### src/rtl/tty_iob_if.sv
// KA10 I/O bus, printer and keyboard nets of the console teletype.
// The master side is the CPU/peripheral environment; the slave side is tty_iob.
interface tty_iob_if;
  logic [3:9]  iobus_ios;
  logic        iobus_iob_reset;
  logic        iobus_cono_clear;
  logic        iobus_cono_set;
  logic        iobus_datao_clear;
  logic        iobus_datao_set;
  logic        iobus_iob_datai;
  logic        iobus_iob_coni;
  logic [0:35] iobus_iob_out;
  logic [0:35] iobus_iob_in;
  logic [1:7]  iobus_pi;
  logic [0:7]  tx_data;
  logic        tx_valid;
  logic        tx_ready;
  logic [0:7]  rx_data;
  logic        rx_valid;

  modport master (
    output iobus_ios, iobus_iob_reset, iobus_cono_clear, iobus_cono_set,
           iobus_datao_clear, iobus_datao_set, iobus_iob_datai, iobus_iob_coni,
           iobus_iob_out, tx_ready, rx_data, rx_valid,
    input  iobus_iob_in, iobus_pi, tx_data, tx_valid
  );

  modport slave (
    input  iobus_ios, iobus_iob_reset, iobus_cono_clear, iobus_cono_set,
           iobus_datao_clear, iobus_datao_set, iobus_iob_datai, iobus_iob_coni,
           iobus_iob_out, tx_ready, rx_data, rx_valid,
    output iobus_iob_in, iobus_pi, tx_data, tx_valid
  );
endinterface

### src/rtl/tty_iob.sv
// Console TTY on the KA10 I/O bus: CONO/DATAO/CONI/DATAI decode, paced printer output, keyboard input, PI request.
// CONI/DATAI are combinational, PI is one cycle behind its flag; tx_valid holds until tx_ready, then CHAR_CYC cycles to done.
module tty_iob #(
  parameter logic [6:0]  DEV      = 7'o024,
  parameter logic [15:0] CHAR_CYC = 16'd100
) (
  input  logic      clk,
  input  logic      reset,
  tty_iob_if.slave  bus
);

  typedef enum logic [1:0] {ST_IDLE, ST_SEND, ST_WAIT} state_t;

  state_t      state, state_nxt;
  logic [15:0] timer;
  logic [2:0]  pia;
  logic [7:0]  tto_buf, tti_buf;
  logic        tti_done, tti_ovr, tto_done;
  logic        datai_q;
  logic [1:7]  pi_q, pi_nxt;
  logic [0:35] status;

  logic rst, sel, cono_clr, cono_set, dato_clr, dato_set;
  logic datai_lvl, coni_lvl, datai_fall, tto_busy, char_done;
  logic [0:27] unused_out;

  assign rst        = !reset || bus.iobus_iob_reset;
  assign sel        = (bus.iobus_ios == DEV);
  assign cono_clr   = sel && bus.iobus_cono_clear;
  assign cono_set   = sel && bus.iobus_cono_set;
  assign dato_clr   = sel && bus.iobus_datao_clear;
  assign dato_set   = sel && bus.iobus_datao_set;
  assign datai_lvl  = sel && bus.iobus_iob_datai;
  assign coni_lvl   = sel && bus.iobus_iob_coni;
  assign datai_fall = datai_q && !datai_lvl;
  assign tto_busy   = (state != ST_IDLE);
  assign char_done  = (state == ST_WAIT) && (timer == 16'd0);
  assign unused_out = bus.iobus_iob_out[0:27];

  always_ff @(posedge clk) begin
    if (rst) state <= ST_IDLE;
    else     state <= state_nxt;
  end

  always_comb begin
    state_nxt = state;
    case (state)
      ST_IDLE: if (dato_set)     state_nxt = ST_SEND;
      ST_SEND: if (bus.tx_ready) state_nxt = ST_WAIT;
      ST_WAIT: if (timer == 16'd0) state_nxt = ST_IDLE;
      default: state_nxt = ST_IDLE;
    endcase
  end

  always_comb begin
    status         = '0;
    status[28]     = tti_ovr;
    status[29]     = tti_done;
    status[30]     = tto_busy;
    status[31]     = tto_done;
    status[33:35]  = pia;
    bus.tx_valid   = (state == ST_SEND);
    bus.tx_data    = (state == ST_SEND) ? tto_buf : 8'd0;
    bus.iobus_pi   = pi_q;
    bus.iobus_iob_in = '0;
    if (!rst) begin
      if (datai_lvl)     bus.iobus_iob_in[28:35] = tti_buf;
      else if (coni_lvl) bus.iobus_iob_in = status;
    end
  end

  always_comb begin
    pi_nxt = '0;
    for (int i = 1; i <= 7; i++)
      pi_nxt[i] = (pia == 3'(i)) && (tto_done || tti_done);
  end

  always_ff @(posedge clk) begin
    if (rst) begin
      pia      <= '0;
      tto_buf  <= '0;
      tti_buf  <= '0;
      tti_done <= 1'b0;
      tti_ovr  <= 1'b0;
      tto_done <= 1'b0;
      datai_q  <= 1'b0;
      timer    <= '0;
      pi_q     <= '0;
    end else begin
      datai_q <= datai_lvl;
      pi_q    <= pi_nxt;

      // Clear and set may arrive together: the set merges into the cleared value.
      if (cono_clr) pia <= 3'd0;
      if (cono_set) pia <= (cono_clr ? 3'd0 : pia) | bus.iobus_iob_out[33:35];
      if (dato_clr) tto_buf <= 8'd0;
      if (dato_set) tto_buf <= (dato_clr ? 8'd0 : tto_buf) | bus.iobus_iob_out[28:35];

      if ((cono_set && bus.iobus_iob_out[31]) || dato_clr) tto_done <= 1'b0;
      if (char_done) tto_done <= 1'b1;

      // A keyboard strobe outranks any same-cycle clear of the input flags.
      if (cono_set && bus.iobus_iob_out[29]) begin
        tti_done <= 1'b0;
        tti_ovr  <= 1'b0;
      end
      if (datai_fall) tti_done <= 1'b0;
      if (bus.rx_valid) begin
        tti_buf  <= bus.rx_data;
        tti_done <= 1'b1;
        if (tti_done) tti_ovr <= 1'b1;
      end

      if (state == ST_SEND && bus.tx_ready) timer <= CHAR_CYC - 16'd1;
      else if (state == ST_WAIT && timer != 16'd0) timer <= timer - 16'd1;
    end
  end

endmodule
### src/flat_wrapper.sv
// flat-port wrapper written by rule: the top's interface ports become plain ports
module tty_iob_flat 
#(
  parameter logic [6:0]  DEV      = 7'o024,
  parameter logic [15:0] CHAR_CYC = 16'd100
)
  (clk, reset, bus_iobus_ios, bus_iobus_iob_reset, bus_iobus_cono_clear, bus_iobus_cono_set, bus_iobus_datao_clear, bus_iobus_datao_set, bus_iobus_iob_datai, bus_iobus_iob_coni, bus_iobus_iob_out, bus_tx_ready, bus_rx_data, bus_rx_valid, bus_iobus_iob_in, bus_iobus_pi, bus_tx_data, bus_tx_valid);
  tty_iob_if bus_i ();
  input  logic clk;
  input  logic reset;
  input wire logic [$bits(bus_i.iobus_ios)-1:0] bus_iobus_ios;
  input wire logic [$bits(bus_i.iobus_iob_reset)-1:0] bus_iobus_iob_reset;
  input wire logic [$bits(bus_i.iobus_cono_clear)-1:0] bus_iobus_cono_clear;
  input wire logic [$bits(bus_i.iobus_cono_set)-1:0] bus_iobus_cono_set;
  input wire logic [$bits(bus_i.iobus_datao_clear)-1:0] bus_iobus_datao_clear;
  input wire logic [$bits(bus_i.iobus_datao_set)-1:0] bus_iobus_datao_set;
  input wire logic [$bits(bus_i.iobus_iob_datai)-1:0] bus_iobus_iob_datai;
  input wire logic [$bits(bus_i.iobus_iob_coni)-1:0] bus_iobus_iob_coni;
  input wire logic [$bits(bus_i.iobus_iob_out)-1:0] bus_iobus_iob_out;
  input wire logic [$bits(bus_i.tx_ready)-1:0] bus_tx_ready;
  input wire logic [$bits(bus_i.rx_data)-1:0] bus_rx_data;
  input wire logic [$bits(bus_i.rx_valid)-1:0] bus_rx_valid;
  output wire logic [$bits(bus_i.iobus_iob_in)-1:0] bus_iobus_iob_in;
  output wire logic [$bits(bus_i.iobus_pi)-1:0] bus_iobus_pi;
  output wire logic [$bits(bus_i.tx_data)-1:0] bus_tx_data;
  output wire logic [$bits(bus_i.tx_valid)-1:0] bus_tx_valid;
  assign bus_i.iobus_ios = bus_iobus_ios;
  assign bus_i.iobus_iob_reset = bus_iobus_iob_reset;
  assign bus_i.iobus_cono_clear = bus_iobus_cono_clear;
  assign bus_i.iobus_cono_set = bus_iobus_cono_set;
  assign bus_i.iobus_datao_clear = bus_iobus_datao_clear;
  assign bus_i.iobus_datao_set = bus_iobus_datao_set;
  assign bus_i.iobus_iob_datai = bus_iobus_iob_datai;
  assign bus_i.iobus_iob_coni = bus_iobus_iob_coni;
  assign bus_i.iobus_iob_out = bus_iobus_iob_out;
  assign bus_i.tx_ready = bus_tx_ready;
  assign bus_i.rx_data = bus_rx_data;
  assign bus_i.rx_valid = bus_rx_valid;
  assign bus_iobus_iob_in = bus_i.iobus_iob_in;
  assign bus_iobus_pi = bus_i.iobus_pi;
  assign bus_tx_data = bus_i.tx_data;
  assign bus_tx_valid = bus_i.tx_valid;
  tty_iob #(.DEV(DEV), .CHAR_CYC(CHAR_CYC)) u_core (.clk(clk), .reset(reset), .bus(bus_i));
endmodule
### config.mk
export PLATFORM = sky130hd
export DESIGN_NAME = tty_iob_flat
export DESIGN_NICKNAME = d
export VERILOG_FILES = /design/src/rtl/tty_iob_if.sv /design/src/rtl/tty_iob.sv /design/src/flat_wrapper.sv
export SDC_FILE = /design/constraint.sdc
export NUM_CORES = 1
export LEC_CHECK = 0
export CAP_MARGIN = 15
export CORE_MARGIN = 8
export CORE_UTILIZATION = 38
export CTS_BUF_LIST = sky130_fd_sc_hd__clkbuf_4 sky130_fd_sc_hd__clkbuf_8
export DETAILED_ROUTE_END_ITERATION = 8
export GPL_TIMING_DRIVEN = 0
export PLACE_DENSITY = 0.85
export SYNTH_ARGS = -nofsm -noshare
export SYNTH_HDL_FRONTEND = slang
export SYNTH_SLANG_ARGS = --single-unit
### constraint.sdc
create_clock -name clk -period 2.1 [get_ports clk]
set_clock_uncertainty 0.1 [all_clocks]
set_input_delay 0.42 -clock clk [delete_from_list [all_inputs] [get_ports clk]]
set_output_delay 0.42 -clock clk [all_outputs]
set_load 0.005 [all_outputs]
Word-level counts from Yosys, hierarchy flattened
Cells that the tools add are included.
{"block": "word_totals", "ramBits": 0, "romBits": 0, "memories": 0, "out_inout_bits": 52, "inputBits": 62, "wordCells": 82, "latchBits": 0, "regBits": 48}
{"block": "op_classes", "n_lt_le_gt_ge": 0, "mux": 22, "n_bitwise": 2, "shift": 0, "n_eq_ne": 13, "addsub": 1, "n_reduce_logical": 33, "mul": 0, "div": 0}
{"op": "8-bit 2-to-1 mux", "n": 5}
{"op": "36-bit 2-to-1 mux", "n": 1}
{"op": "1-bit logical AND", "n": 19}
{"op": "16-bit logical NOT", "n": 1}
{"op": "16-bit nonzero test", "n": 1}
{"op": "16-bit by 1-bit subtractor with 16-bit output, second input constant", "n": 1}
{"op": "7-bit 2-to-1 mux", "n": 2}
{"op": "3-bit == test, second input constant", "n": 4}
{"op": "1-bit 2-to-1 mux", "n": 8}
{"op": "8-bit bitwise OR", "n": 1}
{"op": "7-bit by 5-bit == test with 1-bit output, second input constant", "n": 1}
{"op": "3-bit by 2-bit == test with 1-bit output, second input constant", "n": 2}
{"op": "2-bit 2-to-1 mux", "n": 3}
{"op": "3-bit 2-to-1 mux", "n": 2}
{"op": "2-bit case mux with 3 select lines", "n": 1}
{"op": "2-bit nonzero test", "n": 3}
{"op": "2-bit inequality test, second input constant", "n": 2}
{"op": "3-bit by 1-bit == test with 1-bit output, second input constant", "n": 1}
{"op": "1-bit logical OR", "n": 3}
{"op": "3-bit bitwise OR", "n": 1}
{"op": "3-bit AND reduction", "n": 1}
{"op": "3-bit nonzero test", "n": 1}
{"op": "2-bit by 1-bit == test with 1-bit output, second input constant", "n": 1}
{"op": "2-bit == test, second input constant", "n": 1}
{"op": "other kinds (4)", "n": 5}

Logic depth before layout (Yosys ltp)
Gate-level depths: netlist of run 1.
{"block": "logic_depth", "ltp_word": 6, "depth_mapped": 8, "depth_no_buf": 6}

Worst setup path after synthesis of run 1
No wires, ideal clock.
{"block": "synth_path", "kind": "reg-to-reg", "from": "reg u_core.timer[0]", "to": "reg u_core.timer[0]", "path_stages_with_launch": 9, "required_ns": 1.881, "setup_time_ns": 0.119, "n_path_buf": 2, "slack_ns": -0.001, "arrival_ns": 1.882, "period_less_slack_ns": 2.101, "path_cell_list": "dfxtp_1 -> inv_1 -> ha_1 -> or3b_2 -> o41ai_4 -> buf_6 -> buf_12 -> xnor2_2 -> a21oi_2"}
{"block": "synth_between", "elab_chain_cells": 3, "elab_cells_between_ends": 6, "classes_between": "add/sub (1); mux (2); reduce/logical (3)"}
{"item": "start: declaration", "line": "tty_iob.sv:15", "rtl": "logic [15:0] timer;"}
{"item": "start signal: assignment", "line": "tty_iob.sv:114", "rtl": "if (state == ST_SEND && bus.tx_ready) timer <= CHAR_CYC - 16'd1;"}
{"item": "start signal: assignment", "line": "tty_iob.sv:115", "rtl": "else if (state == ST_WAIT && timer != 16'd0) timer <= timer - 16'd1;"}
{"item": "16-bit by 1-bit subtractor with 16-bit output / 16-bit nonzero test (equally long branches)", "line": "tty_iob.sv:115"}
{"item": "7-bit 2-to-1 mux / 1-bit logical AND (equally long branches)", "line": "tty_iob.sv:115"}
{"item": "7-bit 2-to-1 mux / 2-bit nonzero test (equally long branches)"}
Several ways; a longest one is shown, not always the timed one. The select of a mux whose other input is x is not followed.
A chain may end at the register's enable or synchronous reset.

Worst setup path in the final report of run 1
{"block": "layout_path", "from": "reg u_core.timer[4]", "to": "reg u_core.timer[4]"}
{"block": "layout_between", "elab_chain_cells": 2, "elab_cells_between_ends": 3, "classes_between": "add/sub (1); reduce/logical (2)"}
{"item": "parallel branches: the longest is 2 deep, another holds 16-bit by 1-bit subtractor with 16-bit output"}
Parallel ways; which one is timed is not known.

==> results of run 1 <==
-- power breakdown --
group	internal (mW)	switching, mW
Clock	0.366	0.310
Combinational	0.106	0.0808
Sequential	0.912	0.00457
Total	1.38	0.395
-- cell usage in the layout, fill, tap and decap left out, types with 3 or more instances in the layout --
master	n
sky130_fd_sc_hd__a21oi_1	18
sky130_fd_sc_hd__conb_1	28
sky130_fd_sc_hd__and3_1	6
sky130_fd_sc_hd__or3_1	3
sky130_fd_sc_hd__inv_1	4
sky130_fd_sc_hd__o21ai_0	6
sky130_fd_sc_hd__nor2_4	6
sky130_fd_sc_hd__or4_4	6
sky130_fd_sc_hd__clkbuf_2	4
sky130_fd_sc_hd__nor2_1	28
sky130_fd_sc_hd__or3_2	4
sky130_fd_sc_hd__a32oi_1	3
sky130_fd_sc_hd__clkbuf_1	5
sky130_fd_sc_hd__dfxtp_2	5
sky130_fd_sc_hd__o31ai_1	6
sky130_fd_sc_hd__and2_1	8
sky130_fd_sc_hd__nor3_1	3
sky130_fd_sc_hd__dfxtp_1	40
sky130_fd_sc_hd__dlygate4sd2_1	8
sky130_fd_sc_hd__or4_1	4
sky130_fd_sc_hd__nand2_1	10
sky130_fd_sc_hd__dlymetal6s2s_1	6
sky130_fd_sc_hd__dfxtp_4	3
sky130_fd_sc_hd__a21oi_2	6
sky130_fd_sc_hd__a22oi_1	10
sky130_fd_sc_hd__mux2i_1	9
sky130_fd_sc_hd__buf_4	46
sky130_fd_sc_hd__or4_2	3
sky130_fd_sc_hd__o21ai_2	4
sky130_fd_sc_hd__clkbuf_8	6
sky130_fd_sc_hd__buf_2	9
sky130_fd_sc_hd__clkdlybuf4s50_1	30
sky130_fd_sc_hd__buf_6	4
-- cell type report --
type	count	area (um^2)
diodes	1	2.50
fillers	544	2520
clock buffers	6	76.3
clock inverters	2	35.0
plain buffers	38	290
multi-input cells	211	1510
well taps	77	96.3
flip-flops and latches	48	978
repair buffers	78	708
inverters	6	25.0
-- through the flow --
| step | std cells | setup slack, ns |
|---|---|---|
| after global placement | 434 | -1.18 |
| after CTS | 452 | -0.0183 |
| after global routing | 466 | -0.0524 |
| final | 467 | 0.00932 |
| after floorplan | 302 | 0.0102 |
| after detailed placement | 434 | -1.24 |
-- layer usage --
metal / vias to the layer above / global-route usage [%] / wire (um)
li1: 1161 / - / -
met1: 1162 / 16.2 / 2860
met2: 93 / 25.3 / 3730
met3: 16 / 5.07 / 636
met4: 0 / 4.35 / 169
met5: - / 0 / 0
-- critical path: stages, from the launching register on --
cell                        delay, ns
sky130_fd_sc_hd__dfxtp_2         0.38
sky130_fd_sc_hd__or4_4           0.54
sky130_fd_sc_hd__o41ai_4         0.44
sky130_fd_sc_hd__buf_6           0.20
sky130_fd_sc_hd__clkbuf_16       0.16
sky130_fd_sc_hd__o21ai_0         0.07
sky130_fd_sc_hd__a21oi_1         0.13
-- registers in the layout, indices dropped and copies added (netlist names) --
name / flops
u_core.bus.iobus_pi: 7
u_core.datai_q: 1
u_core.pia: 3
u_core.state: 2
u_core.timer: 16
u_core.tti_buf: 8
u_core.tti_done: 1
u_core.tti_ovr: 1
u_core.tto_buf: 8
u_core.tto_done: 1
-- kinds of logic after synthesis --
logic type,Yosys count,synth area share (%)
AO/OA/AOI/OAI,60,16.2
XOR/XNOR,1,0.672
adder cells (fa/ha/maj),1,0.516
buffers and inverters,44,12.9
flip-flops,48,39.7
multiplexers,9,3.72
other,1,0.155
AND/OR/NAND/NOR,111,26.2
-- path summary, 6_finish.rpt --
kind	slack [ns]	to
setup reg to reg	0.009	u_core.timer[4]$_SDFFE_PP0P_
hold / removal	0.39	u_core.timer[13]$_SDFFE_PP0P_
hold reg to reg	0.39	u_core.timer[13]$_SDFFE_PP0P_
setup / recovery	0.009	u_core.timer[4]$_SDFFE_PP0P_
-- repair_timing --
action,CTS,global route
resized for setup,75,52
buffers inserted,9,12
cloned,1,2
setup endpoints to repair,41,26
pin swaps,12,22
==> parameters.txt, run 1 <==
Parameter                              Value

GRT
  Vias in the first global route    about 2.3k
  Grt ovf    0
  Combined global-route utilization of all metal layers    approximately 14%
  Number of antenna violations at the first check in global routing    0
  Wire length of the first global-routing pass    10600 um
  Maximum number of pins on one net before global-route repair    15

Yosys
  Ys async rst share    0%
  Number of register bits inferred by synthesis    48
  Main flop type after synthesis    sky130_fd_sc_hd__dfxtp_1
  Synthesized instance count    around 280
  Number of synthesized flops with an enable pin    0
  Ranking of synthesized cells by area    sky130_fd_sc_hd__dfxtp_1 (40%), sky130_fd_sc_hd__buf_4 (8.7%), sky130_fd_sc_hd__nor2_1 (5.4%), sky130_fd_sc_hd__a21oi_1 (4.8%), sky130_fd_sc_hd__mux2i_1 (3.7%)
  Top-count cell post-synth    sky130_fd_sc_hd__dfxtp_1
  Cell type with the highest aggregate area in the netlist    sky130_fd_sc_hd__dfxtp_1
  Synth Area per Inst    8.81 um^2
  Number of unique standard cell types used by synthesis    45
  Sequential area share after synthesis    between 30% and 40%
  Netlist area before placement    2420 um^2
  Area share of the leading cell type in the synthesized netlist    around 40%
  Top post-synthesis cells by count    sky130_fd_sc_hd__dfxtp_1 (48), sky130_fd_sc_hd__nor2_1 (35), sky130_fd_sc_hd__buf_4 (28)
  YS warnings    0

Clocking
  Num CTS Buffers    5
  Clock tree from TritonCTS    yes
  Clock network latency to the later pin of the worst-skew pair    0.31 ns
  Cell at the root of the clock tree    sky130_fd_sc_hd__clkbuf_8
  Num Clock Sinks    48
  Clock H-tree levels    2
  CTS clock-pin slew for the worst setup and hold paths    0.09 ns
  Largest buffer count on any clock path    2
  Number of buffers inserted for hold repair after clock tree synthesis    0

Pwr
  Total power divided by cell area    about 480 nW/um^2
  Max VDD drop    roughly 0.22 mV
  Final Power    1.78 mW
  Leakage power figure    ~1.7 nW

Place
  Weighted congestion reported at the end of routability-driven placement    around 0.83
  Port Buf Inserts    55
  Total half-perimeter wirelength after legalization and detailed placement    around 4700 um
  Cell area after placement    approximately 3200 um^2

Job
  Number of violations of the max-capacitance limit    0

Outcome
  Outcome    complete, no violations

STA
  Maximum clock rate    478 MHz
  RSZ-0062 raised after global routing    true
  Slew @ Worst Pin    0.655 ns
  Post-layout minimum cycle time    approximately 2.1 ns
  Number of endpoints failing setup at the final stage    0
  Final cycle utilization of the critical path    99.6%
  Accumulated negative setup slack    0 ns
  Number of hold violations in the final report    0
  Worst slew margin relative to its limit    a little under three fifths
  Total count of max-transition violations in the final report    0
  Tightest hold margin    between 0.3 and 0.4 ns

Route
  Final routed DRC violation total    0
  Vias per inst    about 5.2
  Final ANT Viol Nets    0
  Average detailed-routed wire length per instance    about 16 um
  First DRT Iteration DRCs    approximately 170
  Via Count    2432
  Detailed-route wire length    between 7000 and 8000 um
  1st-pass router iterations    5

Setup path
  Worst reg2reg path depth    6
  Worst Path Max Fanout    6
  Startpoint type of the worst setup path    flop
  Kind of critical path    flop to flop
  CP Data Arrival Time    around 2.2 ns
  Worst reg2reg startpoint    u_core.timer[4]$_SDFFE_PP0P_
  Startpoint of the most critical setup path    u_core.timer[4]$_SDFFE_PP0P_
  Critical path capture point type    flop
  Data required time at the worst endpoint    about 2.2 ns

Hold path
  Type of the tightest min-delay check    flop to flop
  Worst hold stages    2
  Min-delay src    u_core.timer[13]$_SDFFE_PP0P_

Floorplan
  Initial standard-cell utilization of the core    around two fifths
  Placeable core region    around 6200 um^2
  Die outline height    between 90 and 100 um
  Number of core rows    29
  Die area    9190 um^2
  Overall die width    approximately 96 um
  Top-level I/O count    114

Finish
  Share of cells above drive strength 1    35.7%
  Relative area change from synthesis to final layout    53.5%
  Finished Cell Area    between 3000 and 4000 um^2
  Nets    between 400 and 500
  Core utilization of the finished layout    between 50 and 60%
Power figures use the tool's default switching activity.
==> run 2: changes to the inputs <==
--- a/config.mk
+++ b/config.mk
@@ -9,3 +9,3 @@
 export CORE_MARGIN = 8
-export CORE_UTILIZATION = 38
+export CORE_UTILIZATION = 42
 export CTS_BUF_LIST = sky130_fd_sc_hd__clkbuf_4 sky130_fd_sc_hd__clkbuf_8
@@ -13,3 +13,3 @@
 export GPL_TIMING_DRIVEN = 0
-export PLACE_DENSITY = 0.85
+export PLACE_DENSITY = 0.89
 export SYNTH_ARGS = -nofsm -noshare
==> constraint.sdc (replaced) <==
create_clock -name clk -period 2.23 [get_ports clk]
set_clock_uncertainty 0.1 [all_clocks]
set_input_delay 0.223 -clock clk [delete_from_list [all_inputs] [get_ports clk]]
set_output_delay 0.223 -clock clk [all_outputs]
set_load 0.005 [all_outputs]
==> run 2 against run 1 <==
Compared with the run above:
- clock-buffer cell count up 2
- power down 10%
- first-iteration DRC count down 18%
- sequential share of layout area up 2.4 points
- critical path depth up 1
- clock power down 16%
- sequential power down 5.5%
- utilization up 1.0 points
- die area down 8.0%
- via count down 6.0%
- fmax down 2.5%
- sequential cell count unchanged
==> parameters.txt, run 2 (synthesis results as in run 1) <==
Parameter                              Value

Outcome
  Outcome    complete, no violations

Route
  Final ANT Viol Nets    0
  Vias per inst    ~5.2
  Via Count    roughly 2.3k
  Average detailed-routed wire length per instance    15.1 um
  Final routed DRC violation total    0
  1st-pass router iterations    4
  First DRT Iteration DRCs    140
  Detailed-route wire length    roughly 6700 um

GRT
  Grt ovf    0
  Wire length of the first global-routing pass    around 11000 um
  Maximum number of pins on one net before global-route repair    14
  Combined global-route utilization of all metal layers    between 10% and 20%
  Vias in the first global route    2315
  Number of antenna violations at the first check in global routing    0

Clocking
  CTS clock-pin slew for the worst setup and hold paths    around 0.090 ns
  Num CTS Buffers    5
  Cell at the root of the clock tree    sky130_fd_sc_hd__clkbuf_8
  Clock H-tree levels    2
  Largest buffer count on any clock path    2
  Clock network latency to the later pin of the worst-skew pair    ~0.30 ns
  Num Clock Sinks    48
  Clock tree from TritonCTS    yes

Finish
  Final Non-Filler Cells    442
  Biggest register    u_core.timer
  Relative area change from synthesis to final layout    38.6%
  Share of cells above drive strength 1    around a fifth
  Flip-flop count of the largest register after layout    16
  Nets    432
  Registers with the highest flip-flop counts    u_core.timer x16, u_core.tti_buf x8, u_core.tto_buf x8
  Most frequent cells in the layout    sky130_fd_sc_hd__clkdlybuf4s50_1 (46), sky130_fd_sc_hd__dfxtp_1 (46), sky130_fd_sc_hd__nor2_1 (35), sky130_fd_sc_hd__buf_4 (32), sky130_fd_sc_hd__conb_1 (28)
  Antenna diode count    0

Hold path
  Type of the tightest min-delay check    input port to flop
  Min-delay src    bus_iobus_iob_datai

Floorplan
  Overall die width    91.9 um
  Die area    ~8500 um^2
  Die outline height    ~92 um
  Number of core rows    27
  Top-level I/O count    114
  Placeable core region    ~5500 um^2
  Initial standard-cell utilization of the core    approximately 44%

Setup path
  Master of the slowest instance on the critical path    sky130_fd_sc_hd__or4_2
  Max stage delay on crit path    0.64 ns
  Worst reg2reg startpoint    u_core.timer[0]$_SDFFE_PN0P_
  CP Cell Sequence    inv_1, ha_1, or3b_4, o41ai_4, buf_4, or4_2, a21oi_1
  Startpoint of the most critical setup path    u_core.timer[0]$_SDFFE_PN0P_
  Critical path capture point type    flop
  Kind of critical path    flop to flop
  Worst Path Max Fanout    8
  CP Data Arrival Time    around 2.3 ns
  Data required time at the worst endpoint    between 2 and 2.5 ns
  Startpoint type of the worst setup path    flop

Place
  Weighted congestion reported at the end of routability-driven placement    roughly 0.81
  Number of cells in the design after placement    429
  Port Buf Inserts    55
  Total half-perimeter wirelength after legalization and detailed placement    4930 um

STA
  Post-layout minimum cycle time    approximately 2.1 ns
  Slew @ Worst Pin    around 0.73 ns
  Worst slew margin relative to its limit    just over 50%
  Number of endpoints failing setup at the final stage    0
  RSZ-0062 raised after global routing    false
  Total count of max-transition violations in the final report    0
  Final cycle utilization of the critical path    96.1%
  Tightest hold margin    about 0.35 ns
  Number of hold violations in the final report    0
  Maximum clock rate    467 MHz

Pwr
  Total power divided by cell area    477 nW/um^2
  Max VDD drop    a little under 0.3 mV
  Leakage power figure    between 1 and 1.5 nW

Job
  Number of violations of the max-capacitance limit    0
## run 2: cell types whose count changed in the layout (fill, tap and decap cells not counted), sizes merged
cell | before | now
clkdlybuf4s50 | 30 | 46
clkinv | 1 | 0
bufinv | 1 | 0
buf | 61 | 36
nand2 | 12 | 11
clkbuf | 17 | 15
diode | 1 | 0
dlymetal6s2s | 6 | 0
dlygate4sd2 | 8 | 9
## run 2: final timing paths
check | endpoint | slack [ns] | cells after the start
max reg2reg | u_core.timer[15]$_SDFFE_PP0P_ | 0.09 | 7
min reg2reg | u_core.timer[15]$_SDFFE_PP0P_ | 0.40 | 2
max | u_core.timer[15]$_SDFFE_PP0P_ | 0.09 | 7
min | u_core.datai_q$_SDFF_PN0_ | 0.35 | 3
## run 2: metal layers
metal / vias up / share of wire (%) / GRT usage [%] / wire [um]
met5: - / 0 / 0 / 0
met4: 0 / 1.6 / 5.64 / 107
met3: 10 / 8.9 / 5.95 / 591
met2: 83 / 49 / 25.9 / 3280
met1: 1076 / 40 / 16.4 / 2680
li1: 1116 / - / - / -
## run 2: area by class of cell
class                      count  area, um^2
timing repair buffer          60         589
clock buffer                   8        97.6
fill                         490        2180
buffer                        38         289
sequential                    48         963
tap                           72        90.1
multi-input combinational    210        1310
inverter                       6        22.5
## run 2: power breakdown
group	switching [mW]	internal, mW
Clock	0.288	0.278
Combinational	0.0690	0.0999
Sequential	0.00408	0.863
## run 2: repair_timing
item	4_1_cts	5_1_grt
hold buffers	0	0
pin swaps	4	1
cloned	0	0
buffers inserted	5	0
resized for setup	18	4
setup endpoints to repair	22	14
## run 2: through the flow
stage	utilization [%]	setup WS (ns)	power (mW)	setup TNS [ns]	instance area [um^2]
3_5_place_dp	57.1	-0.716	1.04	-7.58	3160
4_1_cts	60.4	0.0163	1.61	0	3340
2_1_floorplan	-	0.129	0.973	0	2520
5_1_grt	60.6	0.00180	1.66	0	3360
3_3_place_gp	57.1	-0.626	1.04	-5.66	3160
6_report	60.6	0.0865	1.60	0	3360
## run 2: critical path, delay by kind of cell (launching register included)
family | cells | cell delay (ns)
compound gates | 2 | 0.24
buf+inv | 2 | 0.25
simple gates | 2 | 0.91
flops | 1 | 0.35
fa+ha+maj | 1 | 0.23
==> run 3: changes to the inputs <==
- CORE_UTILIZATION: 42 -> 46
- PLACE_DENSITY: 0.89 -> 0.95
- clock period: 2.23 -> 2.6 ns (I/O delays scaled with it)
==> run 3 against run 2 <==
Compared with the run above:
- critical path depth down 1
- sequential cell count unchanged
- clock-buffer cell count down 2
- combinational power is 15% lower
- global-route usage increased by 1.4 points
- utilization is 4.1 points higher
- sequential share of layout area grew 0.38 points
- power decreased by 10%
- setup slack improved by 0.0062 ns
- critical path type is now input port to output port
==> parameters.txt, run 3 (synthesis results as in run 1) <==
Parameter                              Value

Outcome
  Outcome    complete, no violations

Place
  Total half-perimeter wirelength after legalization and detailed placement    ~4800 um
  Cell area after placement    between 3000 and 4000 um^2
  Port Buf Inserts    55
  Weighted congestion reported at the end of routability-driven placement    slightly above 0.8

GRT
  Maximum number of pins on one net before global-route repair    15
  Number of antenna violations at the first check in global routing    0
  Grt ovf    0
  Wire length of the first global-routing pass    10400 um
  Combined global-route utilization of all metal layers    ~17%
  Vias in the first global route    between 2k and 2.5k

STA
  Number of hold violations in the final report    0
  Maximum clock rate    399 MHz
  Post-layout minimum cycle time    about 2.5 ns
  Total count of max-transition violations in the final report    0
  Final cycle utilization of the critical path    between 90% and 100%
  Worst slew margin relative to its limit    a little over half
  Number of endpoints failing setup at the final stage    0
  Slew @ Worst Pin    ~0.69 ns
  RSZ-0062 raised after global routing    false
  Accumulated negative setup slack    0 ns

Setup path
  Master of the slowest instance on the critical path    sky130_fd_sc_hd__clkdlybuf4s50_1
  Startpoint type of the worst setup path    input port
  Data required time at the worst endpoint    roughly 2.2 ns
  Crit-path leading delay family    buffers and inverters
  Worst Path Max Fanout    9
  Max stage delay on crit path    0.53 ns
  Critical path capture point type    output port
  Worst Path Buf+Inv    2
  Kind of critical path    input port to output port
  Reg-to-reg endpoint    u_core.timer[4]$_SDFFE_PP0P_
  Worst reg2reg startpoint    u_core.timer[0]$_SDFFE_PN0P_
  CP Data Arrival Time    roughly 2.2 ns
  Worst reg2reg path depth    8
  CP Cell Sequence    clkdlybuf4s50_1, nor4bb_4, and2_4, nand2_2, nor3_1, clkdlybuf4s50_1
  Cell occurring most often along the worst timing path    sky130_fd_sc_hd__clkdlybuf4s50_1
  Worst reg2reg setup slack    about 0.24 ns

Finish
  Nets    ~430
  Flip-flop count of the largest register after layout    16
  Relative area change from synthesis to final layout    36.5%
  Most frequent standard cell in the layout excluding fill and tap cells    sky130_fd_sc_hd__clkdlybuf4s50_1
  Share of cells above drive strength 1    18.3%
  Finished Cell Area    about 3300 um^2
  Antenna diode count    0
  Core utilization of the finished layout    between 60% and 70%
  Registers with the highest flip-flop counts    u_core.timer x16, u_core.tti_buf x8, u_core.tto_buf x8
  Most frequent cells in the layout    sky130_fd_sc_hd__clkdlybuf4s50_1 (55), sky130_fd_sc_hd__dfxtp_1 (48), sky130_fd_sc_hd__nor2_1 (35), sky130_fd_sc_hd__buf_4 (29), sky130_fd_sc_hd__conb_1 (28)
  Fill cell total of the finished layout    roughly 400
  Biggest register    u_core.timer

Route
  Final routed DRC violation total    0
  Average detailed-routed wire length per instance    ~15 um
  First DRT Iteration DRCs    approximately 180
  Via Count    roughly 2.3k
  Detailed-route wire length    around 6300 um
  Vias per inst    roughly 5.3
  1st-pass router iterations    4
  Final ANT Viol Nets    0

Clocking
  Clock network latency to the later pin of the worst-skew pair    about 0.30 ns
  CTS clock-pin slew for the worst setup and hold paths    about 0.090 ns
  Largest buffer count on any clock path    2
  Clock tree from TritonCTS    yes
  Clock H-tree levels    2
  Num CTS Buffers    5
  Cell at the root of the clock tree    sky130_fd_sc_hd__clkbuf_8
  Num Clock Sinks    48

Pwr
  Total power divided by cell area    between 400 and 500 nW/um^2
  Max VDD drop    0.295 mV
  Leakage power figure    1.35 nW

Floorplan
  Initial standard-cell utilization of the core    47.4%
  Placeable core region    between 5000 and 6000 um^2
  Top-level I/O count    114
  Number of core rows    26
  Overall die width    about 89 um
  Die area    around 8000 um^2
  Die outline height    88.6 um

Hold path
  Hold EP    u_core.datai_q$_SDFF_PN0_
  Worst hold stages    3
  Min-delay src    bus_iobus_iob_datai
  Type of the tightest min-delay check    input port to flop

Job
  Number of violations of the max-capacitance limit    0
run 3: final cells by class:
type | count | area, um^2 | share of cell area, %
flip-flops and latches | 48 | 961 | 29.1
inverters | 6 | 22.5 | 0.681
plain buffers | 38 | 289 | 8.74
multi-input cells | 210 | 1280 | 38.6
repair buffers | 56 | 558 | 16.9
clock inverters | 2 | 35.0 | 1.06
well taps | 70 | 87.6 | 2.65
clock buffers | 6 | 76.3 | 2.31
run 3: how the worst max path moves through the flow:
stage	from	end	slack, ns	depth (start not counted)
detailed placement	bus_iobus_ios[4]	bus_iobus_iob_in[3]	-0.35	6
floorplan	u_core.timer[0]$_SDFFE_PN0P_	u_core.timer[0]$_SDFFE_PN0P_	0.50	8
global route	bus_iobus_ios[6]	bus_iobus_iob_in[3]	0.02	6
finish	bus_iobus_ios[6]	bus_iobus_iob_in[3]	0.09	6
CTS	bus_iobus_ios[5]	bus_iobus_iob_in[3]	0.05	6
global placement	bus_iobus_ios[4]	bus_iobus_iob_in[3]	-0.35	6
run 3: metal layers:
metal | GRT usage (%) | vias up | share of wire [%]
li1 | - | 1117 | -
met2 | 27.5 | 90 | 49
met4 | 6.14 | 0 | 2.2
met3 | 6.13 | 13 | 8.6
met5 | 0 | - | 0
met1 | 18.9 | 1077 | 41
run 3: per-stage QoR:
step           cells  worst slack, ns  power [mW]  hold WS, ns
2_1_floorplan    302            0.499       0.834        0.307
3_3_place_gp     427           -0.347       0.894        0.364
3_5_place_dp     427           -0.354       0.896        0.386
4_1_cts          435           0.0457        1.43        0.372
5_1_grt          436           0.0214        1.48        0.427
6_report         436           0.0927        1.43        0.387
run 3: worst register-to-register path, stage by stage, from the launching register on:
cell and delay (ns):
sky130_fd_sc_hd__dfxtp_1 0.33, sky130_fd_sc_hd__inv_1 0.12, sky130_fd_sc_hd__ha_1 0.20, sky130_fd_sc_hd__or3b_2 0.51
sky130_fd_sc_hd__o41ai_4 0.44, sky130_fd_sc_hd__buf_6 0.22, sky130_fd_sc_hd__buf_12 0.14, sky130_fd_sc_hd__o21ai_0 0.09
sky130_fd_sc_hd__a21oi_1 0.14
run 3: power breakdown:
group / switching [mW] / total (mW) / leakage (nW) / internal [mW]
clock network: 0.251 / 0.547 / 0.0586 / 0.296
logic: 0.0570 / 0.143 / 0.906 / 0.0856
registers: 0.00398 / 0.744 / 0.387 / 0.740
run 3: repair_timing:
item | CTS | global route
hold buffers | 0 | 0
endpoints found under the setup margin | 8 | 8
pin swaps | 0 | 1
buffers inserted | 0 | 1
resized for setup | 5 | 0
